<file path="src/rtl/fusion_pkg.sv">
// fusion_pkg: shared types and sizing helpers for the signal fusion datapath.
// Latency: n/a (declarations only).
// Backpressure: n/a.
package fusion_pkg;

    // Width of the saturating tie counter exposed as conflict_cnt.
    localparam int CONFLICT_W = 16;

    // Decision FSM: IDLE may emit, COOLDOWN suppresses everything.
    typedef enum logic {
        ST_IDLE     = 1'b0,
        ST_COOLDOWN = 1'b1
    } fsm_state_t;

    // One channel's vote as carried through its alignment line.
    typedef struct packed {
        logic vld;
        logic buy;
        logic sell;
    } vote_t;

    // Score width holds DATA_CH full-scale weights without overflow.
    function automatic int score_w(int weight_w, int data_ch);
        return weight_w + $clog2(data_ch) + 1;
    endfunction

    // Delay selector width covers 0..MAX_DELAY.
    function automatic int dly_w(int max_delay);
        return $clog2(max_delay + 1);
    endfunction

endpackage

</file>
<file path="src/rtl/vote_align_line.sv">
// vote_align_line: per-channel shift register that re-times a vote by a programmable delay.
// Latency: 0..MAX_DELAY cycles as selected by delay (0 = live input, larger values clamp).
// Backpressure: none; shifts every cycle.
// Ports: in_vote live vote, delay selector, out_vote aligned vote.
module vote_align_line
    import fusion_pkg::*;
#(
    parameter int  MAX_DELAY = 4,
    localparam int DLY_W     = dly_w(MAX_DELAY)
) (
    input  logic             clk,
    input  logic             rst,
    input  vote_t            in_vote,
    input  logic [DLY_W-1:0] delay,
    output vote_t            out_vote
);

    // line_q[k] holds the vote from k+1 cycles ago.
    vote_t            line_q [MAX_DELAY];
    vote_t            line_d [MAX_DELAY];
    logic [DLY_W-1:0] dly_clamped;

    always_comb begin
        line_d[0] = in_vote;
        for (int k = 1; k < MAX_DELAY; k++) begin
            line_d[k] = line_q[k-1];
        end
    end

    // Tap select written as a compare chain so the selector width never has
    // to match the array index width.
    always_comb begin
        dly_clamped = (delay > DLY_W'(MAX_DELAY)) ? DLY_W'(MAX_DELAY) : delay;
        out_vote    = in_vote;
        for (int k = 0; k < MAX_DELAY; k++) begin
            if (dly_clamped == DLY_W'(k + 1)) begin
                out_vote = line_q[k];
            end
        end
    end

    always_ff @(posedge clk) begin
        for (int k = 0; k < MAX_DELAY; k++) begin
            if (rst) begin
                line_q[k] <= '0;
            end else begin
                line_q[k] <= line_d[k];
            end
        end
    end

endmodule

</file>
<file path="src/rtl/signal_fusion_unit.sv">
// signal_fusion_unit: aligns per-channel strategy votes, sums weighted votes, emits buy/sell pulses.
// Latency: 2 cycles from the aligned sample to out_valid/buy_signal/sell_signal (scores after 1).
// Backpressure: none; one decision slot per cycle, a cooldown window suppresses pulses after each emission.
// Ports: enable, ch_valid/ch_buy/ch_sell votes and ch_delay alignment in; buy/sell weights, thresholds and
//        cooldown config in; buy_signal/sell_signal/out_valid pulses, busy, buy/sell_score, conflict_cnt out.
module signal_fusion_unit
    import fusion_pkg::*;
#(
    parameter int  DATA_CH   = 3,
    parameter int  MAX_DELAY = 4,
    parameter int  WEIGHT_W  = 3,
    parameter int  CD_W      = 8,
    localparam int SCORE_W   = score_w(WEIGHT_W, DATA_CH),
    localparam int DLY_W     = dly_w(MAX_DELAY)
) (
    input  logic                             clk,
    input  logic                             rst,
    input  logic                             enable,
    input  logic [DATA_CH-1:0]               ch_valid,
    input  logic [DATA_CH-1:0]               ch_buy,
    input  logic [DATA_CH-1:0]               ch_sell,
    input  logic [DATA_CH-1:0][DLY_W-1:0]    ch_delay,
    input  logic [DATA_CH-1:0][WEIGHT_W-1:0] buy_weight,
    input  logic [DATA_CH-1:0][WEIGHT_W-1:0] sell_weight,
    input  logic [SCORE_W-1:0]               buy_thresh,
    input  logic [SCORE_W-1:0]               sell_thresh,
    input  logic [CD_W-1:0]                  cooldown,
    output logic                             buy_signal,
    output logic                             sell_signal,
    output logic                             out_valid,
    output logic                             busy,
    output logic [SCORE_W-1:0]               buy_score,
    output logic [SCORE_W-1:0]               sell_score,
    output logic [CONFLICT_W-1:0]            conflict_cnt
);

    vote_t in_vote [DATA_CH];
    vote_t al_vote [DATA_CH];

    // With enable low every channel shifts in an all-zero (invalid) vote.
    always_comb begin
        for (int i = 0; i < DATA_CH; i++) begin
            in_vote[i].vld  = enable & ch_valid[i];
            in_vote[i].buy  = enable & ch_buy[i];
            in_vote[i].sell = enable & ch_sell[i];
        end
    end

    for (genvar g = 0; g < DATA_CH; g++) begin : g_align
        vote_align_line #(
            .MAX_DELAY (MAX_DELAY)
        ) u_align (
            .clk      (clk),
            .rst      (rst),
            .in_vote  (in_vote[g]),
            .delay    (ch_delay[g]),
            .out_vote (al_vote[g])
        );
    end

    // Stage 1: fused valid and weighted scores.
    logic               s1_vld_d, s1_vld_q;
    logic [SCORE_W-1:0] buy_score_d, buy_score_q;
    logic [SCORE_W-1:0] sell_score_d, sell_score_q;

    always_comb begin
        s1_vld_d     = 1'b1;
        buy_score_d  = '0;
        sell_score_d = '0;
        for (int i = 0; i < DATA_CH; i++) begin
            s1_vld_d = s1_vld_d & al_vote[i].vld;
            if (al_vote[i].vld && al_vote[i].buy) begin
                buy_score_d = buy_score_d + SCORE_W'(buy_weight[i]);
            end
            if (al_vote[i].vld && al_vote[i].sell) begin
                sell_score_d = sell_score_d + SCORE_W'(sell_weight[i]);
            end
        end
    end

    // Stage 2: threshold, tie resolution, cooldown FSM.
    fsm_state_t          state_d, state_q;
    logic [CD_W-1:0]     cnt_d, cnt_q;
    logic [CONFLICT_W-1:0] conflict_d, conflict_q;
    logic                out_vld_d, out_vld_q;
    logic                buy_sig_d, buy_sig_q;
    logic                sell_sig_d, sell_sig_q;
    logic                buy_hit, sell_hit, tie, emit_buy, emit_sell;

    always_comb begin
        buy_hit   = s1_vld_q && (buy_score_q >= buy_thresh);
        sell_hit  = s1_vld_q && (sell_score_q >= sell_thresh);
        tie       = buy_hit && sell_hit && (buy_score_q == sell_score_q);
        // When both sides hit, only a strictly larger score wins.
        emit_buy  = buy_hit && (!sell_hit || (buy_score_q > sell_score_q));
        emit_sell = sell_hit && (!buy_hit || (sell_score_q > buy_score_q));

        state_d    = state_q;
        cnt_d      = cnt_q;
        conflict_d = conflict_q;
        out_vld_d  = s1_vld_q;
        buy_sig_d  = 1'b0;
        sell_sig_d = 1'b0;

        if (state_q == ST_IDLE) begin
            buy_sig_d  = emit_buy;
            sell_sig_d = emit_sell;
            if (tie && (conflict_q != '1)) begin
                conflict_d = conflict_q + CONFLICT_W'(1);
            end
            if ((emit_buy || emit_sell) && (cooldown != '0)) begin
                cnt_d   = cooldown;
                state_d = ST_COOLDOWN;
            end
        end else begin
            // The slot where the counter reads 1 is the last suppressed one.
            cnt_d = cnt_q - CD_W'(1);
            if (cnt_q == CD_W'(1)) begin
                state_d = ST_IDLE;
            end
        end
    end

    always_ff @(posedge clk) begin
        if (rst) begin
            s1_vld_q     <= 1'b0;
            buy_score_q  <= '0;
            sell_score_q <= '0;
            state_q      <= ST_IDLE;
            cnt_q        <= '0;
            conflict_q   <= '0;
            out_vld_q    <= 1'b0;
            buy_sig_q    <= 1'b0;
            sell_sig_q   <= 1'b0;
        end else begin
            s1_vld_q     <= s1_vld_d;
            buy_score_q  <= buy_score_d;
            sell_score_q <= sell_score_d;
            state_q      <= state_d;
            cnt_q        <= cnt_d;
            conflict_q   <= conflict_d;
            out_vld_q    <= out_vld_d;
            buy_sig_q    <= buy_sig_d;
            sell_sig_q   <= sell_sig_d;
        end
    end

    assign buy_signal   = buy_sig_q;
    assign sell_signal  = sell_sig_q;
    assign out_valid    = out_vld_q;
    assign busy         = (state_q == ST_COOLDOWN);
    assign buy_score    = buy_score_q;
    assign sell_score   = sell_score_q;
    assign conflict_cnt = conflict_q;

endmodule

</file>
<file path="config.mk">
export PLATFORM = sky130hd
export DESIGN_NAME = signal_fusion_unit
export DESIGN_NICKNAME = d
export VERILOG_FILES = /design/src/rtl/fusion_pkg.sv /design/src/rtl/vote_align_line.sv /design/src/rtl/signal_fusion_unit.sv
export SDC_FILE = /design/constraint.sdc
export NUM_CORES = 1
export LEC_CHECK = 0
export CAP_MARGIN = 30
export CORE_UTILIZATION = 46
export CTS_CLUSTER_SIZE = 14
export DETAILED_ROUTE_END_ITERATION = 10
export PLACE_DENSITY = 0.74
export SETUP_SLACK_MARGIN = 0.3
export SKIP_CTS_REPAIR_TIMING = 1
export SYNTH_ARGS = -nofsm -noshare
export SYNTH_HDL_FRONTEND = slang
export SYNTH_SLANG_ARGS = --single-unit
</file>
<file path="constraint.sdc">
create_clock -name clk -period 3.5 [get_ports clk]
set_input_delay 0.7 -clock clk [delete_from_list [all_inputs] [get_ports clk]]
set_output_delay 0.7 -clock clk [all_outputs]
set_load 0.02 [all_outputs]
</file>
== After elaboration in Yosys (flattened, before gate mapping) ==
Memory sizes are Yosys's and may differ from the RTL's.
Index checks and enable logic that the tools add are counted.

* Word-level logic and storage cells: 128
* Input bits: 59
* RAM bits: 36
* Register bits: 41
* Memories: 3

* Magnitude comparators: 7
* Mux-type cells: 41
* Bitwise logic cells: 24
* Reductions and logical operators: 23
* Equal/unequal tests: 15
* $add $sub $neg: 6

{| class="wikitable"
|+ Memory list
! name !! words !! width !! read ports !! clocked after memory_dff !! write ports !! line !! RTL
|-
| g_align[0].u_align.line_q || 4 || 3 || 4 || 0 || 4 || vote_align_line.sv:19 || <nowiki>vote_t line_q [MAX_DELAY];</nowiki>
|-
| g_align[1].u_align.line_q || 4 || 3 || 4 || 0 || 4 || vote_align_line.sv:19 ||
|-
| g_align[2].u_align.line_q || 4 || 3 || 4 || 0 || 4 || vote_align_line.sv:19 ||
|}

{| class="wikitable"
|+ Operators by type and width
! kind !! number
|-
| 3-bit two-way mux || 29
|-
| 6-bit by 3-bit adder with 6-bit output || 4
|-
| 6-bit two-way mux || 4
|-
| 3-bit by 2-bit equality test with 1-bit output, second input constant || 6
|-
| 16-bit by 1-bit adder with 16-bit output, second input constant || 1
|-
| 8-bit two-way mux || 2
|-
| 16-bit != test, second input constant || 1
|-
| 1-bit logical AND || 14
|-
| 6-bit >= comparator || 2
|-
| 6-bit greater-than comparator || 2
|-
| 1-bit bitwise OR || 12
|-
| 1-bit AND || 11
|-
| 3-bit by 1-bit equality test with 1-bit output, second input constant || 3
|-
| 3-bit equality test, second input constant || 3
|-
| 3-bit greater-than comparator, second input constant || 3
|-
| 8-bit by 1-bit equality test with 1-bit output, second input constant || 1
|-
| 8-bit nonzero test || 1
|-
| 8-bit by 1-bit subtractor with 8-bit output, second input constant || 1
|-
| 6-bit equality test || 1
|-
| 1-bit two-way mux || 6
|-
| 1-bit logical OR || 3
|-
| 1-bit zero test || 2
|-
| 2-bit AND reduction || 1
|-
| 2-bit nonzero test || 1
|-
| 2 further kinds || 2
|}

== Logic depth before layout (Yosys ltp) ==
* Depth in word-level cells: 13
* Gate-level depth with buffers: 16

== By module ==
A second synthesis with hierarchy kept.

* Cells, all modules: 457
* Area total of the unflattened synthesis: 4154.0 µm²

{| class="wikitable"
|+ Modules (own cells, without submodules)
! module !! times used !! cells each !! area each (µm²)
|-
| signal_fusion_unit || 1 || 334 || 2761.4
|-
| vote_align_line || 3 || 41 || 464.2
|}

== Worst setup path before layout ==
No wires, ideal clock.

* Path type: in2reg
* Start point: input port ch_delay[0] (netlist name)
* End point: register sell_score_q[3] (netlist: sell_score[3])
* Stages on the path: 13
* Setup slack: -74 ps
* Required time: 3430 ps
* Setup time: 70 ps
* Arrival: 3505 ps
* Cell sequence: clkbuf_1 -> mux4_2 -> mux2i_1 -> nor3b_1 -> ha_1 -> inv_1 -> fa_1 -> mux2i_1 -> ha_1 -> a21o_1 -> a21oi_1 -> o211ai_1 -> a21oi_1

* Longest elaborated chain between the ends: 13
* Elaborated cells between the ends (all ways): 16

{| class="wikitable"
|+ Ends and longest elaborated chain
! item !! line !! RTL
|-
| from (decl) || signal_fusion_unit.sv:22 || <nowiki>input logic [DATA_CH-1:0][DLY_W-1:0] ch_delay,</nowiki>
|-
| 3-bit greater-than comparator || vote_align_line.sv:33 || <nowiki>dly_clamped = (delay > DLY_W'(MAX_DELAY)) ? DLY_W'(MAX_DELAY) : delay;</nowiki>
|-
| 3-bit two-way mux (*) || vote_align_line.sv:33 ||
|-
| 3-bit by 1-bit equality test with 1-bit output || vote_align_line.sv:36 || <nowiki>if (dly_clamped == DLY_W'(k + 1)) begin</nowiki>
|-
| 3-bit two-way mux (3 in a row) || vote_align_line.sv:36 ||
|-
| 3-bit two-way mux (*) || vote_align_line.sv:36 ||
|-
| 1-bit logical AND (*) || signal_fusion_unit.sv:75 || <nowiki>if (al_vote[i].vld && al_vote[i].sell) begin</nowiki>
|-
| 3-bit two-way mux (*) || signal_fusion_unit.sv:75 ||
|-
| 6-bit by 3-bit adder with 6-bit output || signal_fusion_unit.sv:76 || <nowiki>sell_score_d = sell_score_d + SCORE_W'(sell_weight[i]);</nowiki>
|-
| 6-bit two-way mux (*) || signal_fusion_unit.sv:75 ||
|-
| 6-bit by 3-bit adder with 6-bit output || signal_fusion_unit.sv:76 ||
|-
| 6-bit two-way mux (*) || signal_fusion_unit.sv:75 ||
|-
| to (signal assigned) || signal_fusion_unit.sv:138 || <nowiki>sell_score_q <= sell_score_d;</nowiki>
|-
| to (decl) || signal_fusion_unit.sv:64 || <nowiki>logic [SCORE_W-1:0] sell_score_d, sell_score_q;</nowiki>
|}

Mark *: on every way between the ends. The rest lies on a longest branch, timed or not.
A chain may end at the register's enable or synchronous reset.

== Worst setup path after layout ==
* Start point: input port enable
* End point: register sell_score_q[3] (netlist: sell_score[3])

* Longest elaborated chain between the ends: 11
* Elaborated cells between the ends (all ways): 26

{| class="wikitable"
|+ Ends and longest elaborated chain
! item !! line !! RTL
|-
| from (decl) || signal_fusion_unit.sv:18 || <nowiki>input logic enable,</nowiki>
|-
| 1-bit AND (on tied branches) || signal_fusion_unit.sv:43, signal_fusion_unit.sv:45 ||
|-
| 3-bit two-way mux (4 in a row) || vote_align_line.sv:36 ||
|-
| 1-bit logical AND || signal_fusion_unit.sv:75 ||
|-
| 3-bit two-way mux || signal_fusion_unit.sv:75 ||
|-
| 6-bit by 3-bit adder with 6-bit output || signal_fusion_unit.sv:76 ||
|-
| 6-bit two-way mux || signal_fusion_unit.sv:75 ||
|-
| 6-bit by 3-bit adder with 6-bit output || signal_fusion_unit.sv:76 ||
|-
| 6-bit two-way mux (*) || signal_fusion_unit.sv:75 ||
|}

Marked as above.

==> reports/results.tsv <==
stage	metric	value	unit
power_and_ir_drop	p_sw	0.4397	mW
logic_synthesis	netlist.area_leader.share	0.3561	
placement	post-dp-hpwl	7.363	mm
detailed_routing	wl_per_cell	14.50	um
detailed_routing	first_pass_iters	7	
logic_synthesis	ys_seq_area_frac	0.3561	
sta	fin_crit	3.221	ns
logic_synthesis	syn_avg_cell_area	9.029	sq um
logic_synthesis	synth_top_cell_by_area	dfxtp_1	
setup_path	ff2ff_setup_slack	0.54	ns
power_and_ir_drop	p_seq_frac	0.501	
floorplanning	die-area	0.009553	sq mm
floorplanning	dieWidth	97.74	um
clock_tree	cts_tree	done	
logic_synthesis	synth_edf_count	0	
sta	holdWs	0.4542	ns
hold_path	hold_class	reg2reg	
sta	setup_viol	0	
setup_path	cp_max_fo	5	
logic_synthesis	synthArstFlopShare	0	
setup_path	startpoint_type	primary input	
clock_tree	insertion_delay	0.35	ns
power_and_ir_drop	combPwrFrac	0.138	
setup_path	r2r_cells	15	
hold_path	hold_end	g_align[1].u_align.line_q[3][0]$_SDFF_PP0_	
setup_path	crit_path_top_delay_cell	mux4_2	
detailed_routing	ant_nets	0	
finish	nets	674	
logic_synthesis	yosysMostFrequentCell	dfxtp_1	
detailed_routing	vias	3817	
detailed_routing	route.detailed.drc	14	
sta	finalClockSkew	0.01240	ns
sta	slew_headroom	0.4767	
floorplanning	row_count	34	
finish	drive_gt1_frac	0.1826	
grt	grt_use_total	0.2110	
power_and_ir_drop	sw_frac_of_total	0.2535	
floorplanning	initial_core_util	0.4788	
run_status	status	finished with violations	
logic_synthesis	ys_types	63	
sta	setup_tns	0	ns
power_and_ir_drop	finalPower	1.735	mW
grt	grt_pass1_vias	3663	
run_status	violations	DRC	
hold_path	worstHoldStart	g_align[1].u_align.line_q[2][0]$_SDFF_PP0_	
clock_tree	clkSinkCount	75	
logic_synthesis	ys.warnings.count	0	
placement	place.gp.congestion	0.9098	
power_and_ir_drop	clkPwrFrac	0.361	
setup_path	crit_type	in2reg	
detailed_routing	vias_per_cell	5.500	
floorplanning	core	0.008806	sq mm
finish	postLayoutCoreUtil	0.6515	
power_and_ir_drop	internal_power	1.295	mW
logic_synthesis	synth_area	0.004217	sq mm
finish	diodes	0	
setup_path	cpPeakStageDelay	0.45	ns
hold_path	min_path_cells	2	
sta	period_share	0.9203	
grt	grt_max_degree	43	
clock_tree	cts_root_buffer	clkbuf_8	
sta	final-hold-violation-count	0	
logic_synthesis	synth_ff_type	dfxtp_1	
sta	worst_pin_slew	0.7850	ns
grt	overflow	0	
setup_path	setup.worst_path.end_class	flip-flop	
setup_path	r2r_start	g_align[0].u_align.line_q[2][2]$_SDFF_PP0_	
flow_run	cap_violations	0	
sta	fmaxAchievable	0.3105	GHz
clock_tree	cts.path.max_buffers	2	
clock_tree	path_clk_slew	0.08	ns
detailed_routing	routed_wirelength	10.06	mm
power_and_ir_drop	p_per_area	302.4	mW/mm^2
logic_synthesis	synth.top_cells.by_area	dfxtp_1 36%, ha_1 8.9%, nor2b_1 5.2%	
logic_synthesis	ys_ff_latch	75	
grt	grt_pass1_wl	16.35	mm
sta	rsz0062_at_grt	true	
clock_tree	numCtsBuffers	9	
detailed_routing	detail_route.iter0.violations	83	
floorplanning	ios	91	
power_and_ir_drop	power_leakage	2.332	nW
setup_path	cp_data_arrival_time	3.41	ns
finish	fillers	720	
sta	maxSlewViolCount	0	
floorplanning	die_h	97.74	um
clock_tree	cts_htree_levels	3	
logic_synthesis	syn-instance-count	467	
placement	port-buffer-count	88	
setup_path	crit_chain	buf_6, and2_4, mux4_2, mux2i_2, nor3b_2, ha_2, inv_2, fa_1, mux2i_4, ha_1, a21o_1, a21oi_2, a211o_1, a21oi_1	
power_and_ir_drop	ir_drop	0.2620	mV
setup_path	r2r-end	buy_score[3]$_SDFF_PP0_	
grt	grt_antenna_before_repair	0	
setup_path	critPathRequiredTime	3.69	ns
logic_synthesis	synth_common_cells	75 x dfxtp_1, 38 x inv_1, 35 x a21oi_1, 35 x nor2b_1	
finish	area_growth	36.05	%
[how the worst max path moves through the flow]
stage / startpoint / to / slack (ns) / cells after the start
finish: enable / sell_score[3]$_SDFF_PP0_ / 0.28 / 14
detailed placement: ch_delay[0] / buy_score[3]$_SDFF_PP0_ / -0.59 / 16
global route: ch_delay[1] / buy_score[3]$_SDFF_PP0_ / 0.16 / 16
CTS: ch_delay[0] / buy_score[3]$_SDFF_PP0_ / -0.23 / 16
floorplan: enable / sell_score[3]$_SDFF_PP0_ / 0.13 / 14
global placement: ch_delay[0] / buy_score[3]$_SDFF_PP0_ / -0.49 / 16
[sequential cells by signal, summed over array words and instances (netlist names), 5 cells and up]
name,flops
g_align.u_align.line_q,36
cnt_q,8
conflict_cnt,16
buy_score,5
sell_score,5
[kinds of logic (layout without fill, tap and decap cells)]
group	count (synthesis)	count (layout)	synth area share
AO/OA/AOI/OAI	115	115	0.1941
XOR/XNOR	8	8	0.01662
adder cells (fa/ha/maj)	34	34	0.1080
buffers and inverters	61	179	0.06647
flip-flops	75	75	0.3561
multiplexers	17	17	0.04985
other	1	2	0.0008894
AND/OR/NAND/NOR	156	156	0.2080
[critical path: cells and delay by family]
family / cells / cell delay [ns]
and+or+nand+nor: 2 / 0.24
adders and majority gates: 3 / 0.91
buffers and inverters: 2 / 0.18
muxes: 3 / 0.86
AOI/OAI and AO/OA: 4 / 0.53
[layout by cell type (no fill, tap or decap), drive strengths merged, types with 5 or more instances in the layout]
master / netlist / layout
a21oi: 35 / 35
ha: 30 / 30
nand3: 9 / 9
clkdlybuf4s50: 0 / 79
and2: 5 / 5
nor4: 8 / 8
nor2: 30 / 30
nor2b: 37 / 37
nand2: 26 / 26
a211oi: 6 / 6
buf: 6 / 41
nor3: 5 / 5
mux2i: 12 / 12
or4: 16 / 16
inv: 38 / 38
xor2: 5 / 5
o21ai: 15 / 15
clkbuf: 17 / 12
or3: 5 / 5
o211ai: 5 / 5
a21o: 10 / 10
o31ai: 13 / 13
dfxtp: 75 / 75
[metal layers]
layer | track usage | part of all wire | wire (um) | up-vias
met4 | 0.05245 | 0.013 | 126 | 0
met1 | 0.2595 | 0.45 | 4489 | 1821
met2 | 0.3819 | 0.50 | 5043 | 92
li1 | - | - | - | 1893
met3 | 0.03651 | 0.040 | 403 | 11
met5 | 0 | 0 | 0 | -
[power groups by stage]
stage | sequential, mW | clock (mW) | combinational, mW
6_report | 0.869 | 0.625 | 0.240
5_1_grt | 0.870 | 0.674 | 0.263
4_1_cts | 0.869 | 0.637 | 0.223
3_5_place_dp | 0.889 | 0 | 0.222
3_3_place_gp | 0.889 | 0 | 0.215
2_1_floorplan | 0.889 | 0 | 0.117
[cell type report]
| class | count | area, sq um | share of cell area |
|---|---|---|---|
| clock buffer | 11 | 151.4 | 0.02639 |
| clock inverter | 5 | 37.54 | 0.006543 |
| inverter | 38 | 142.6 | 0.02486 |
| multi-input combinational | 332 | 2610 | 0.4550 |
| sequential | 75 | 1501 | 0.2617 |
| tap | 108 | 135.1 | 0.02356 |
| timing repair buffer | 125 | 1159 | 0.2020 |
[per-stage QoR]
stage	cells	instance area (sq um)	worst slack, ns
after floorplan	468	4337	0.1259
after global routing	694	5737	0.1559
final	694	5737	0.2791
after CTS	686	5564	-0.2310
after detailed placement	670	5375	-0.5949
after global placement	670	5375	-0.4912
(Power assumes the default switching activity.)
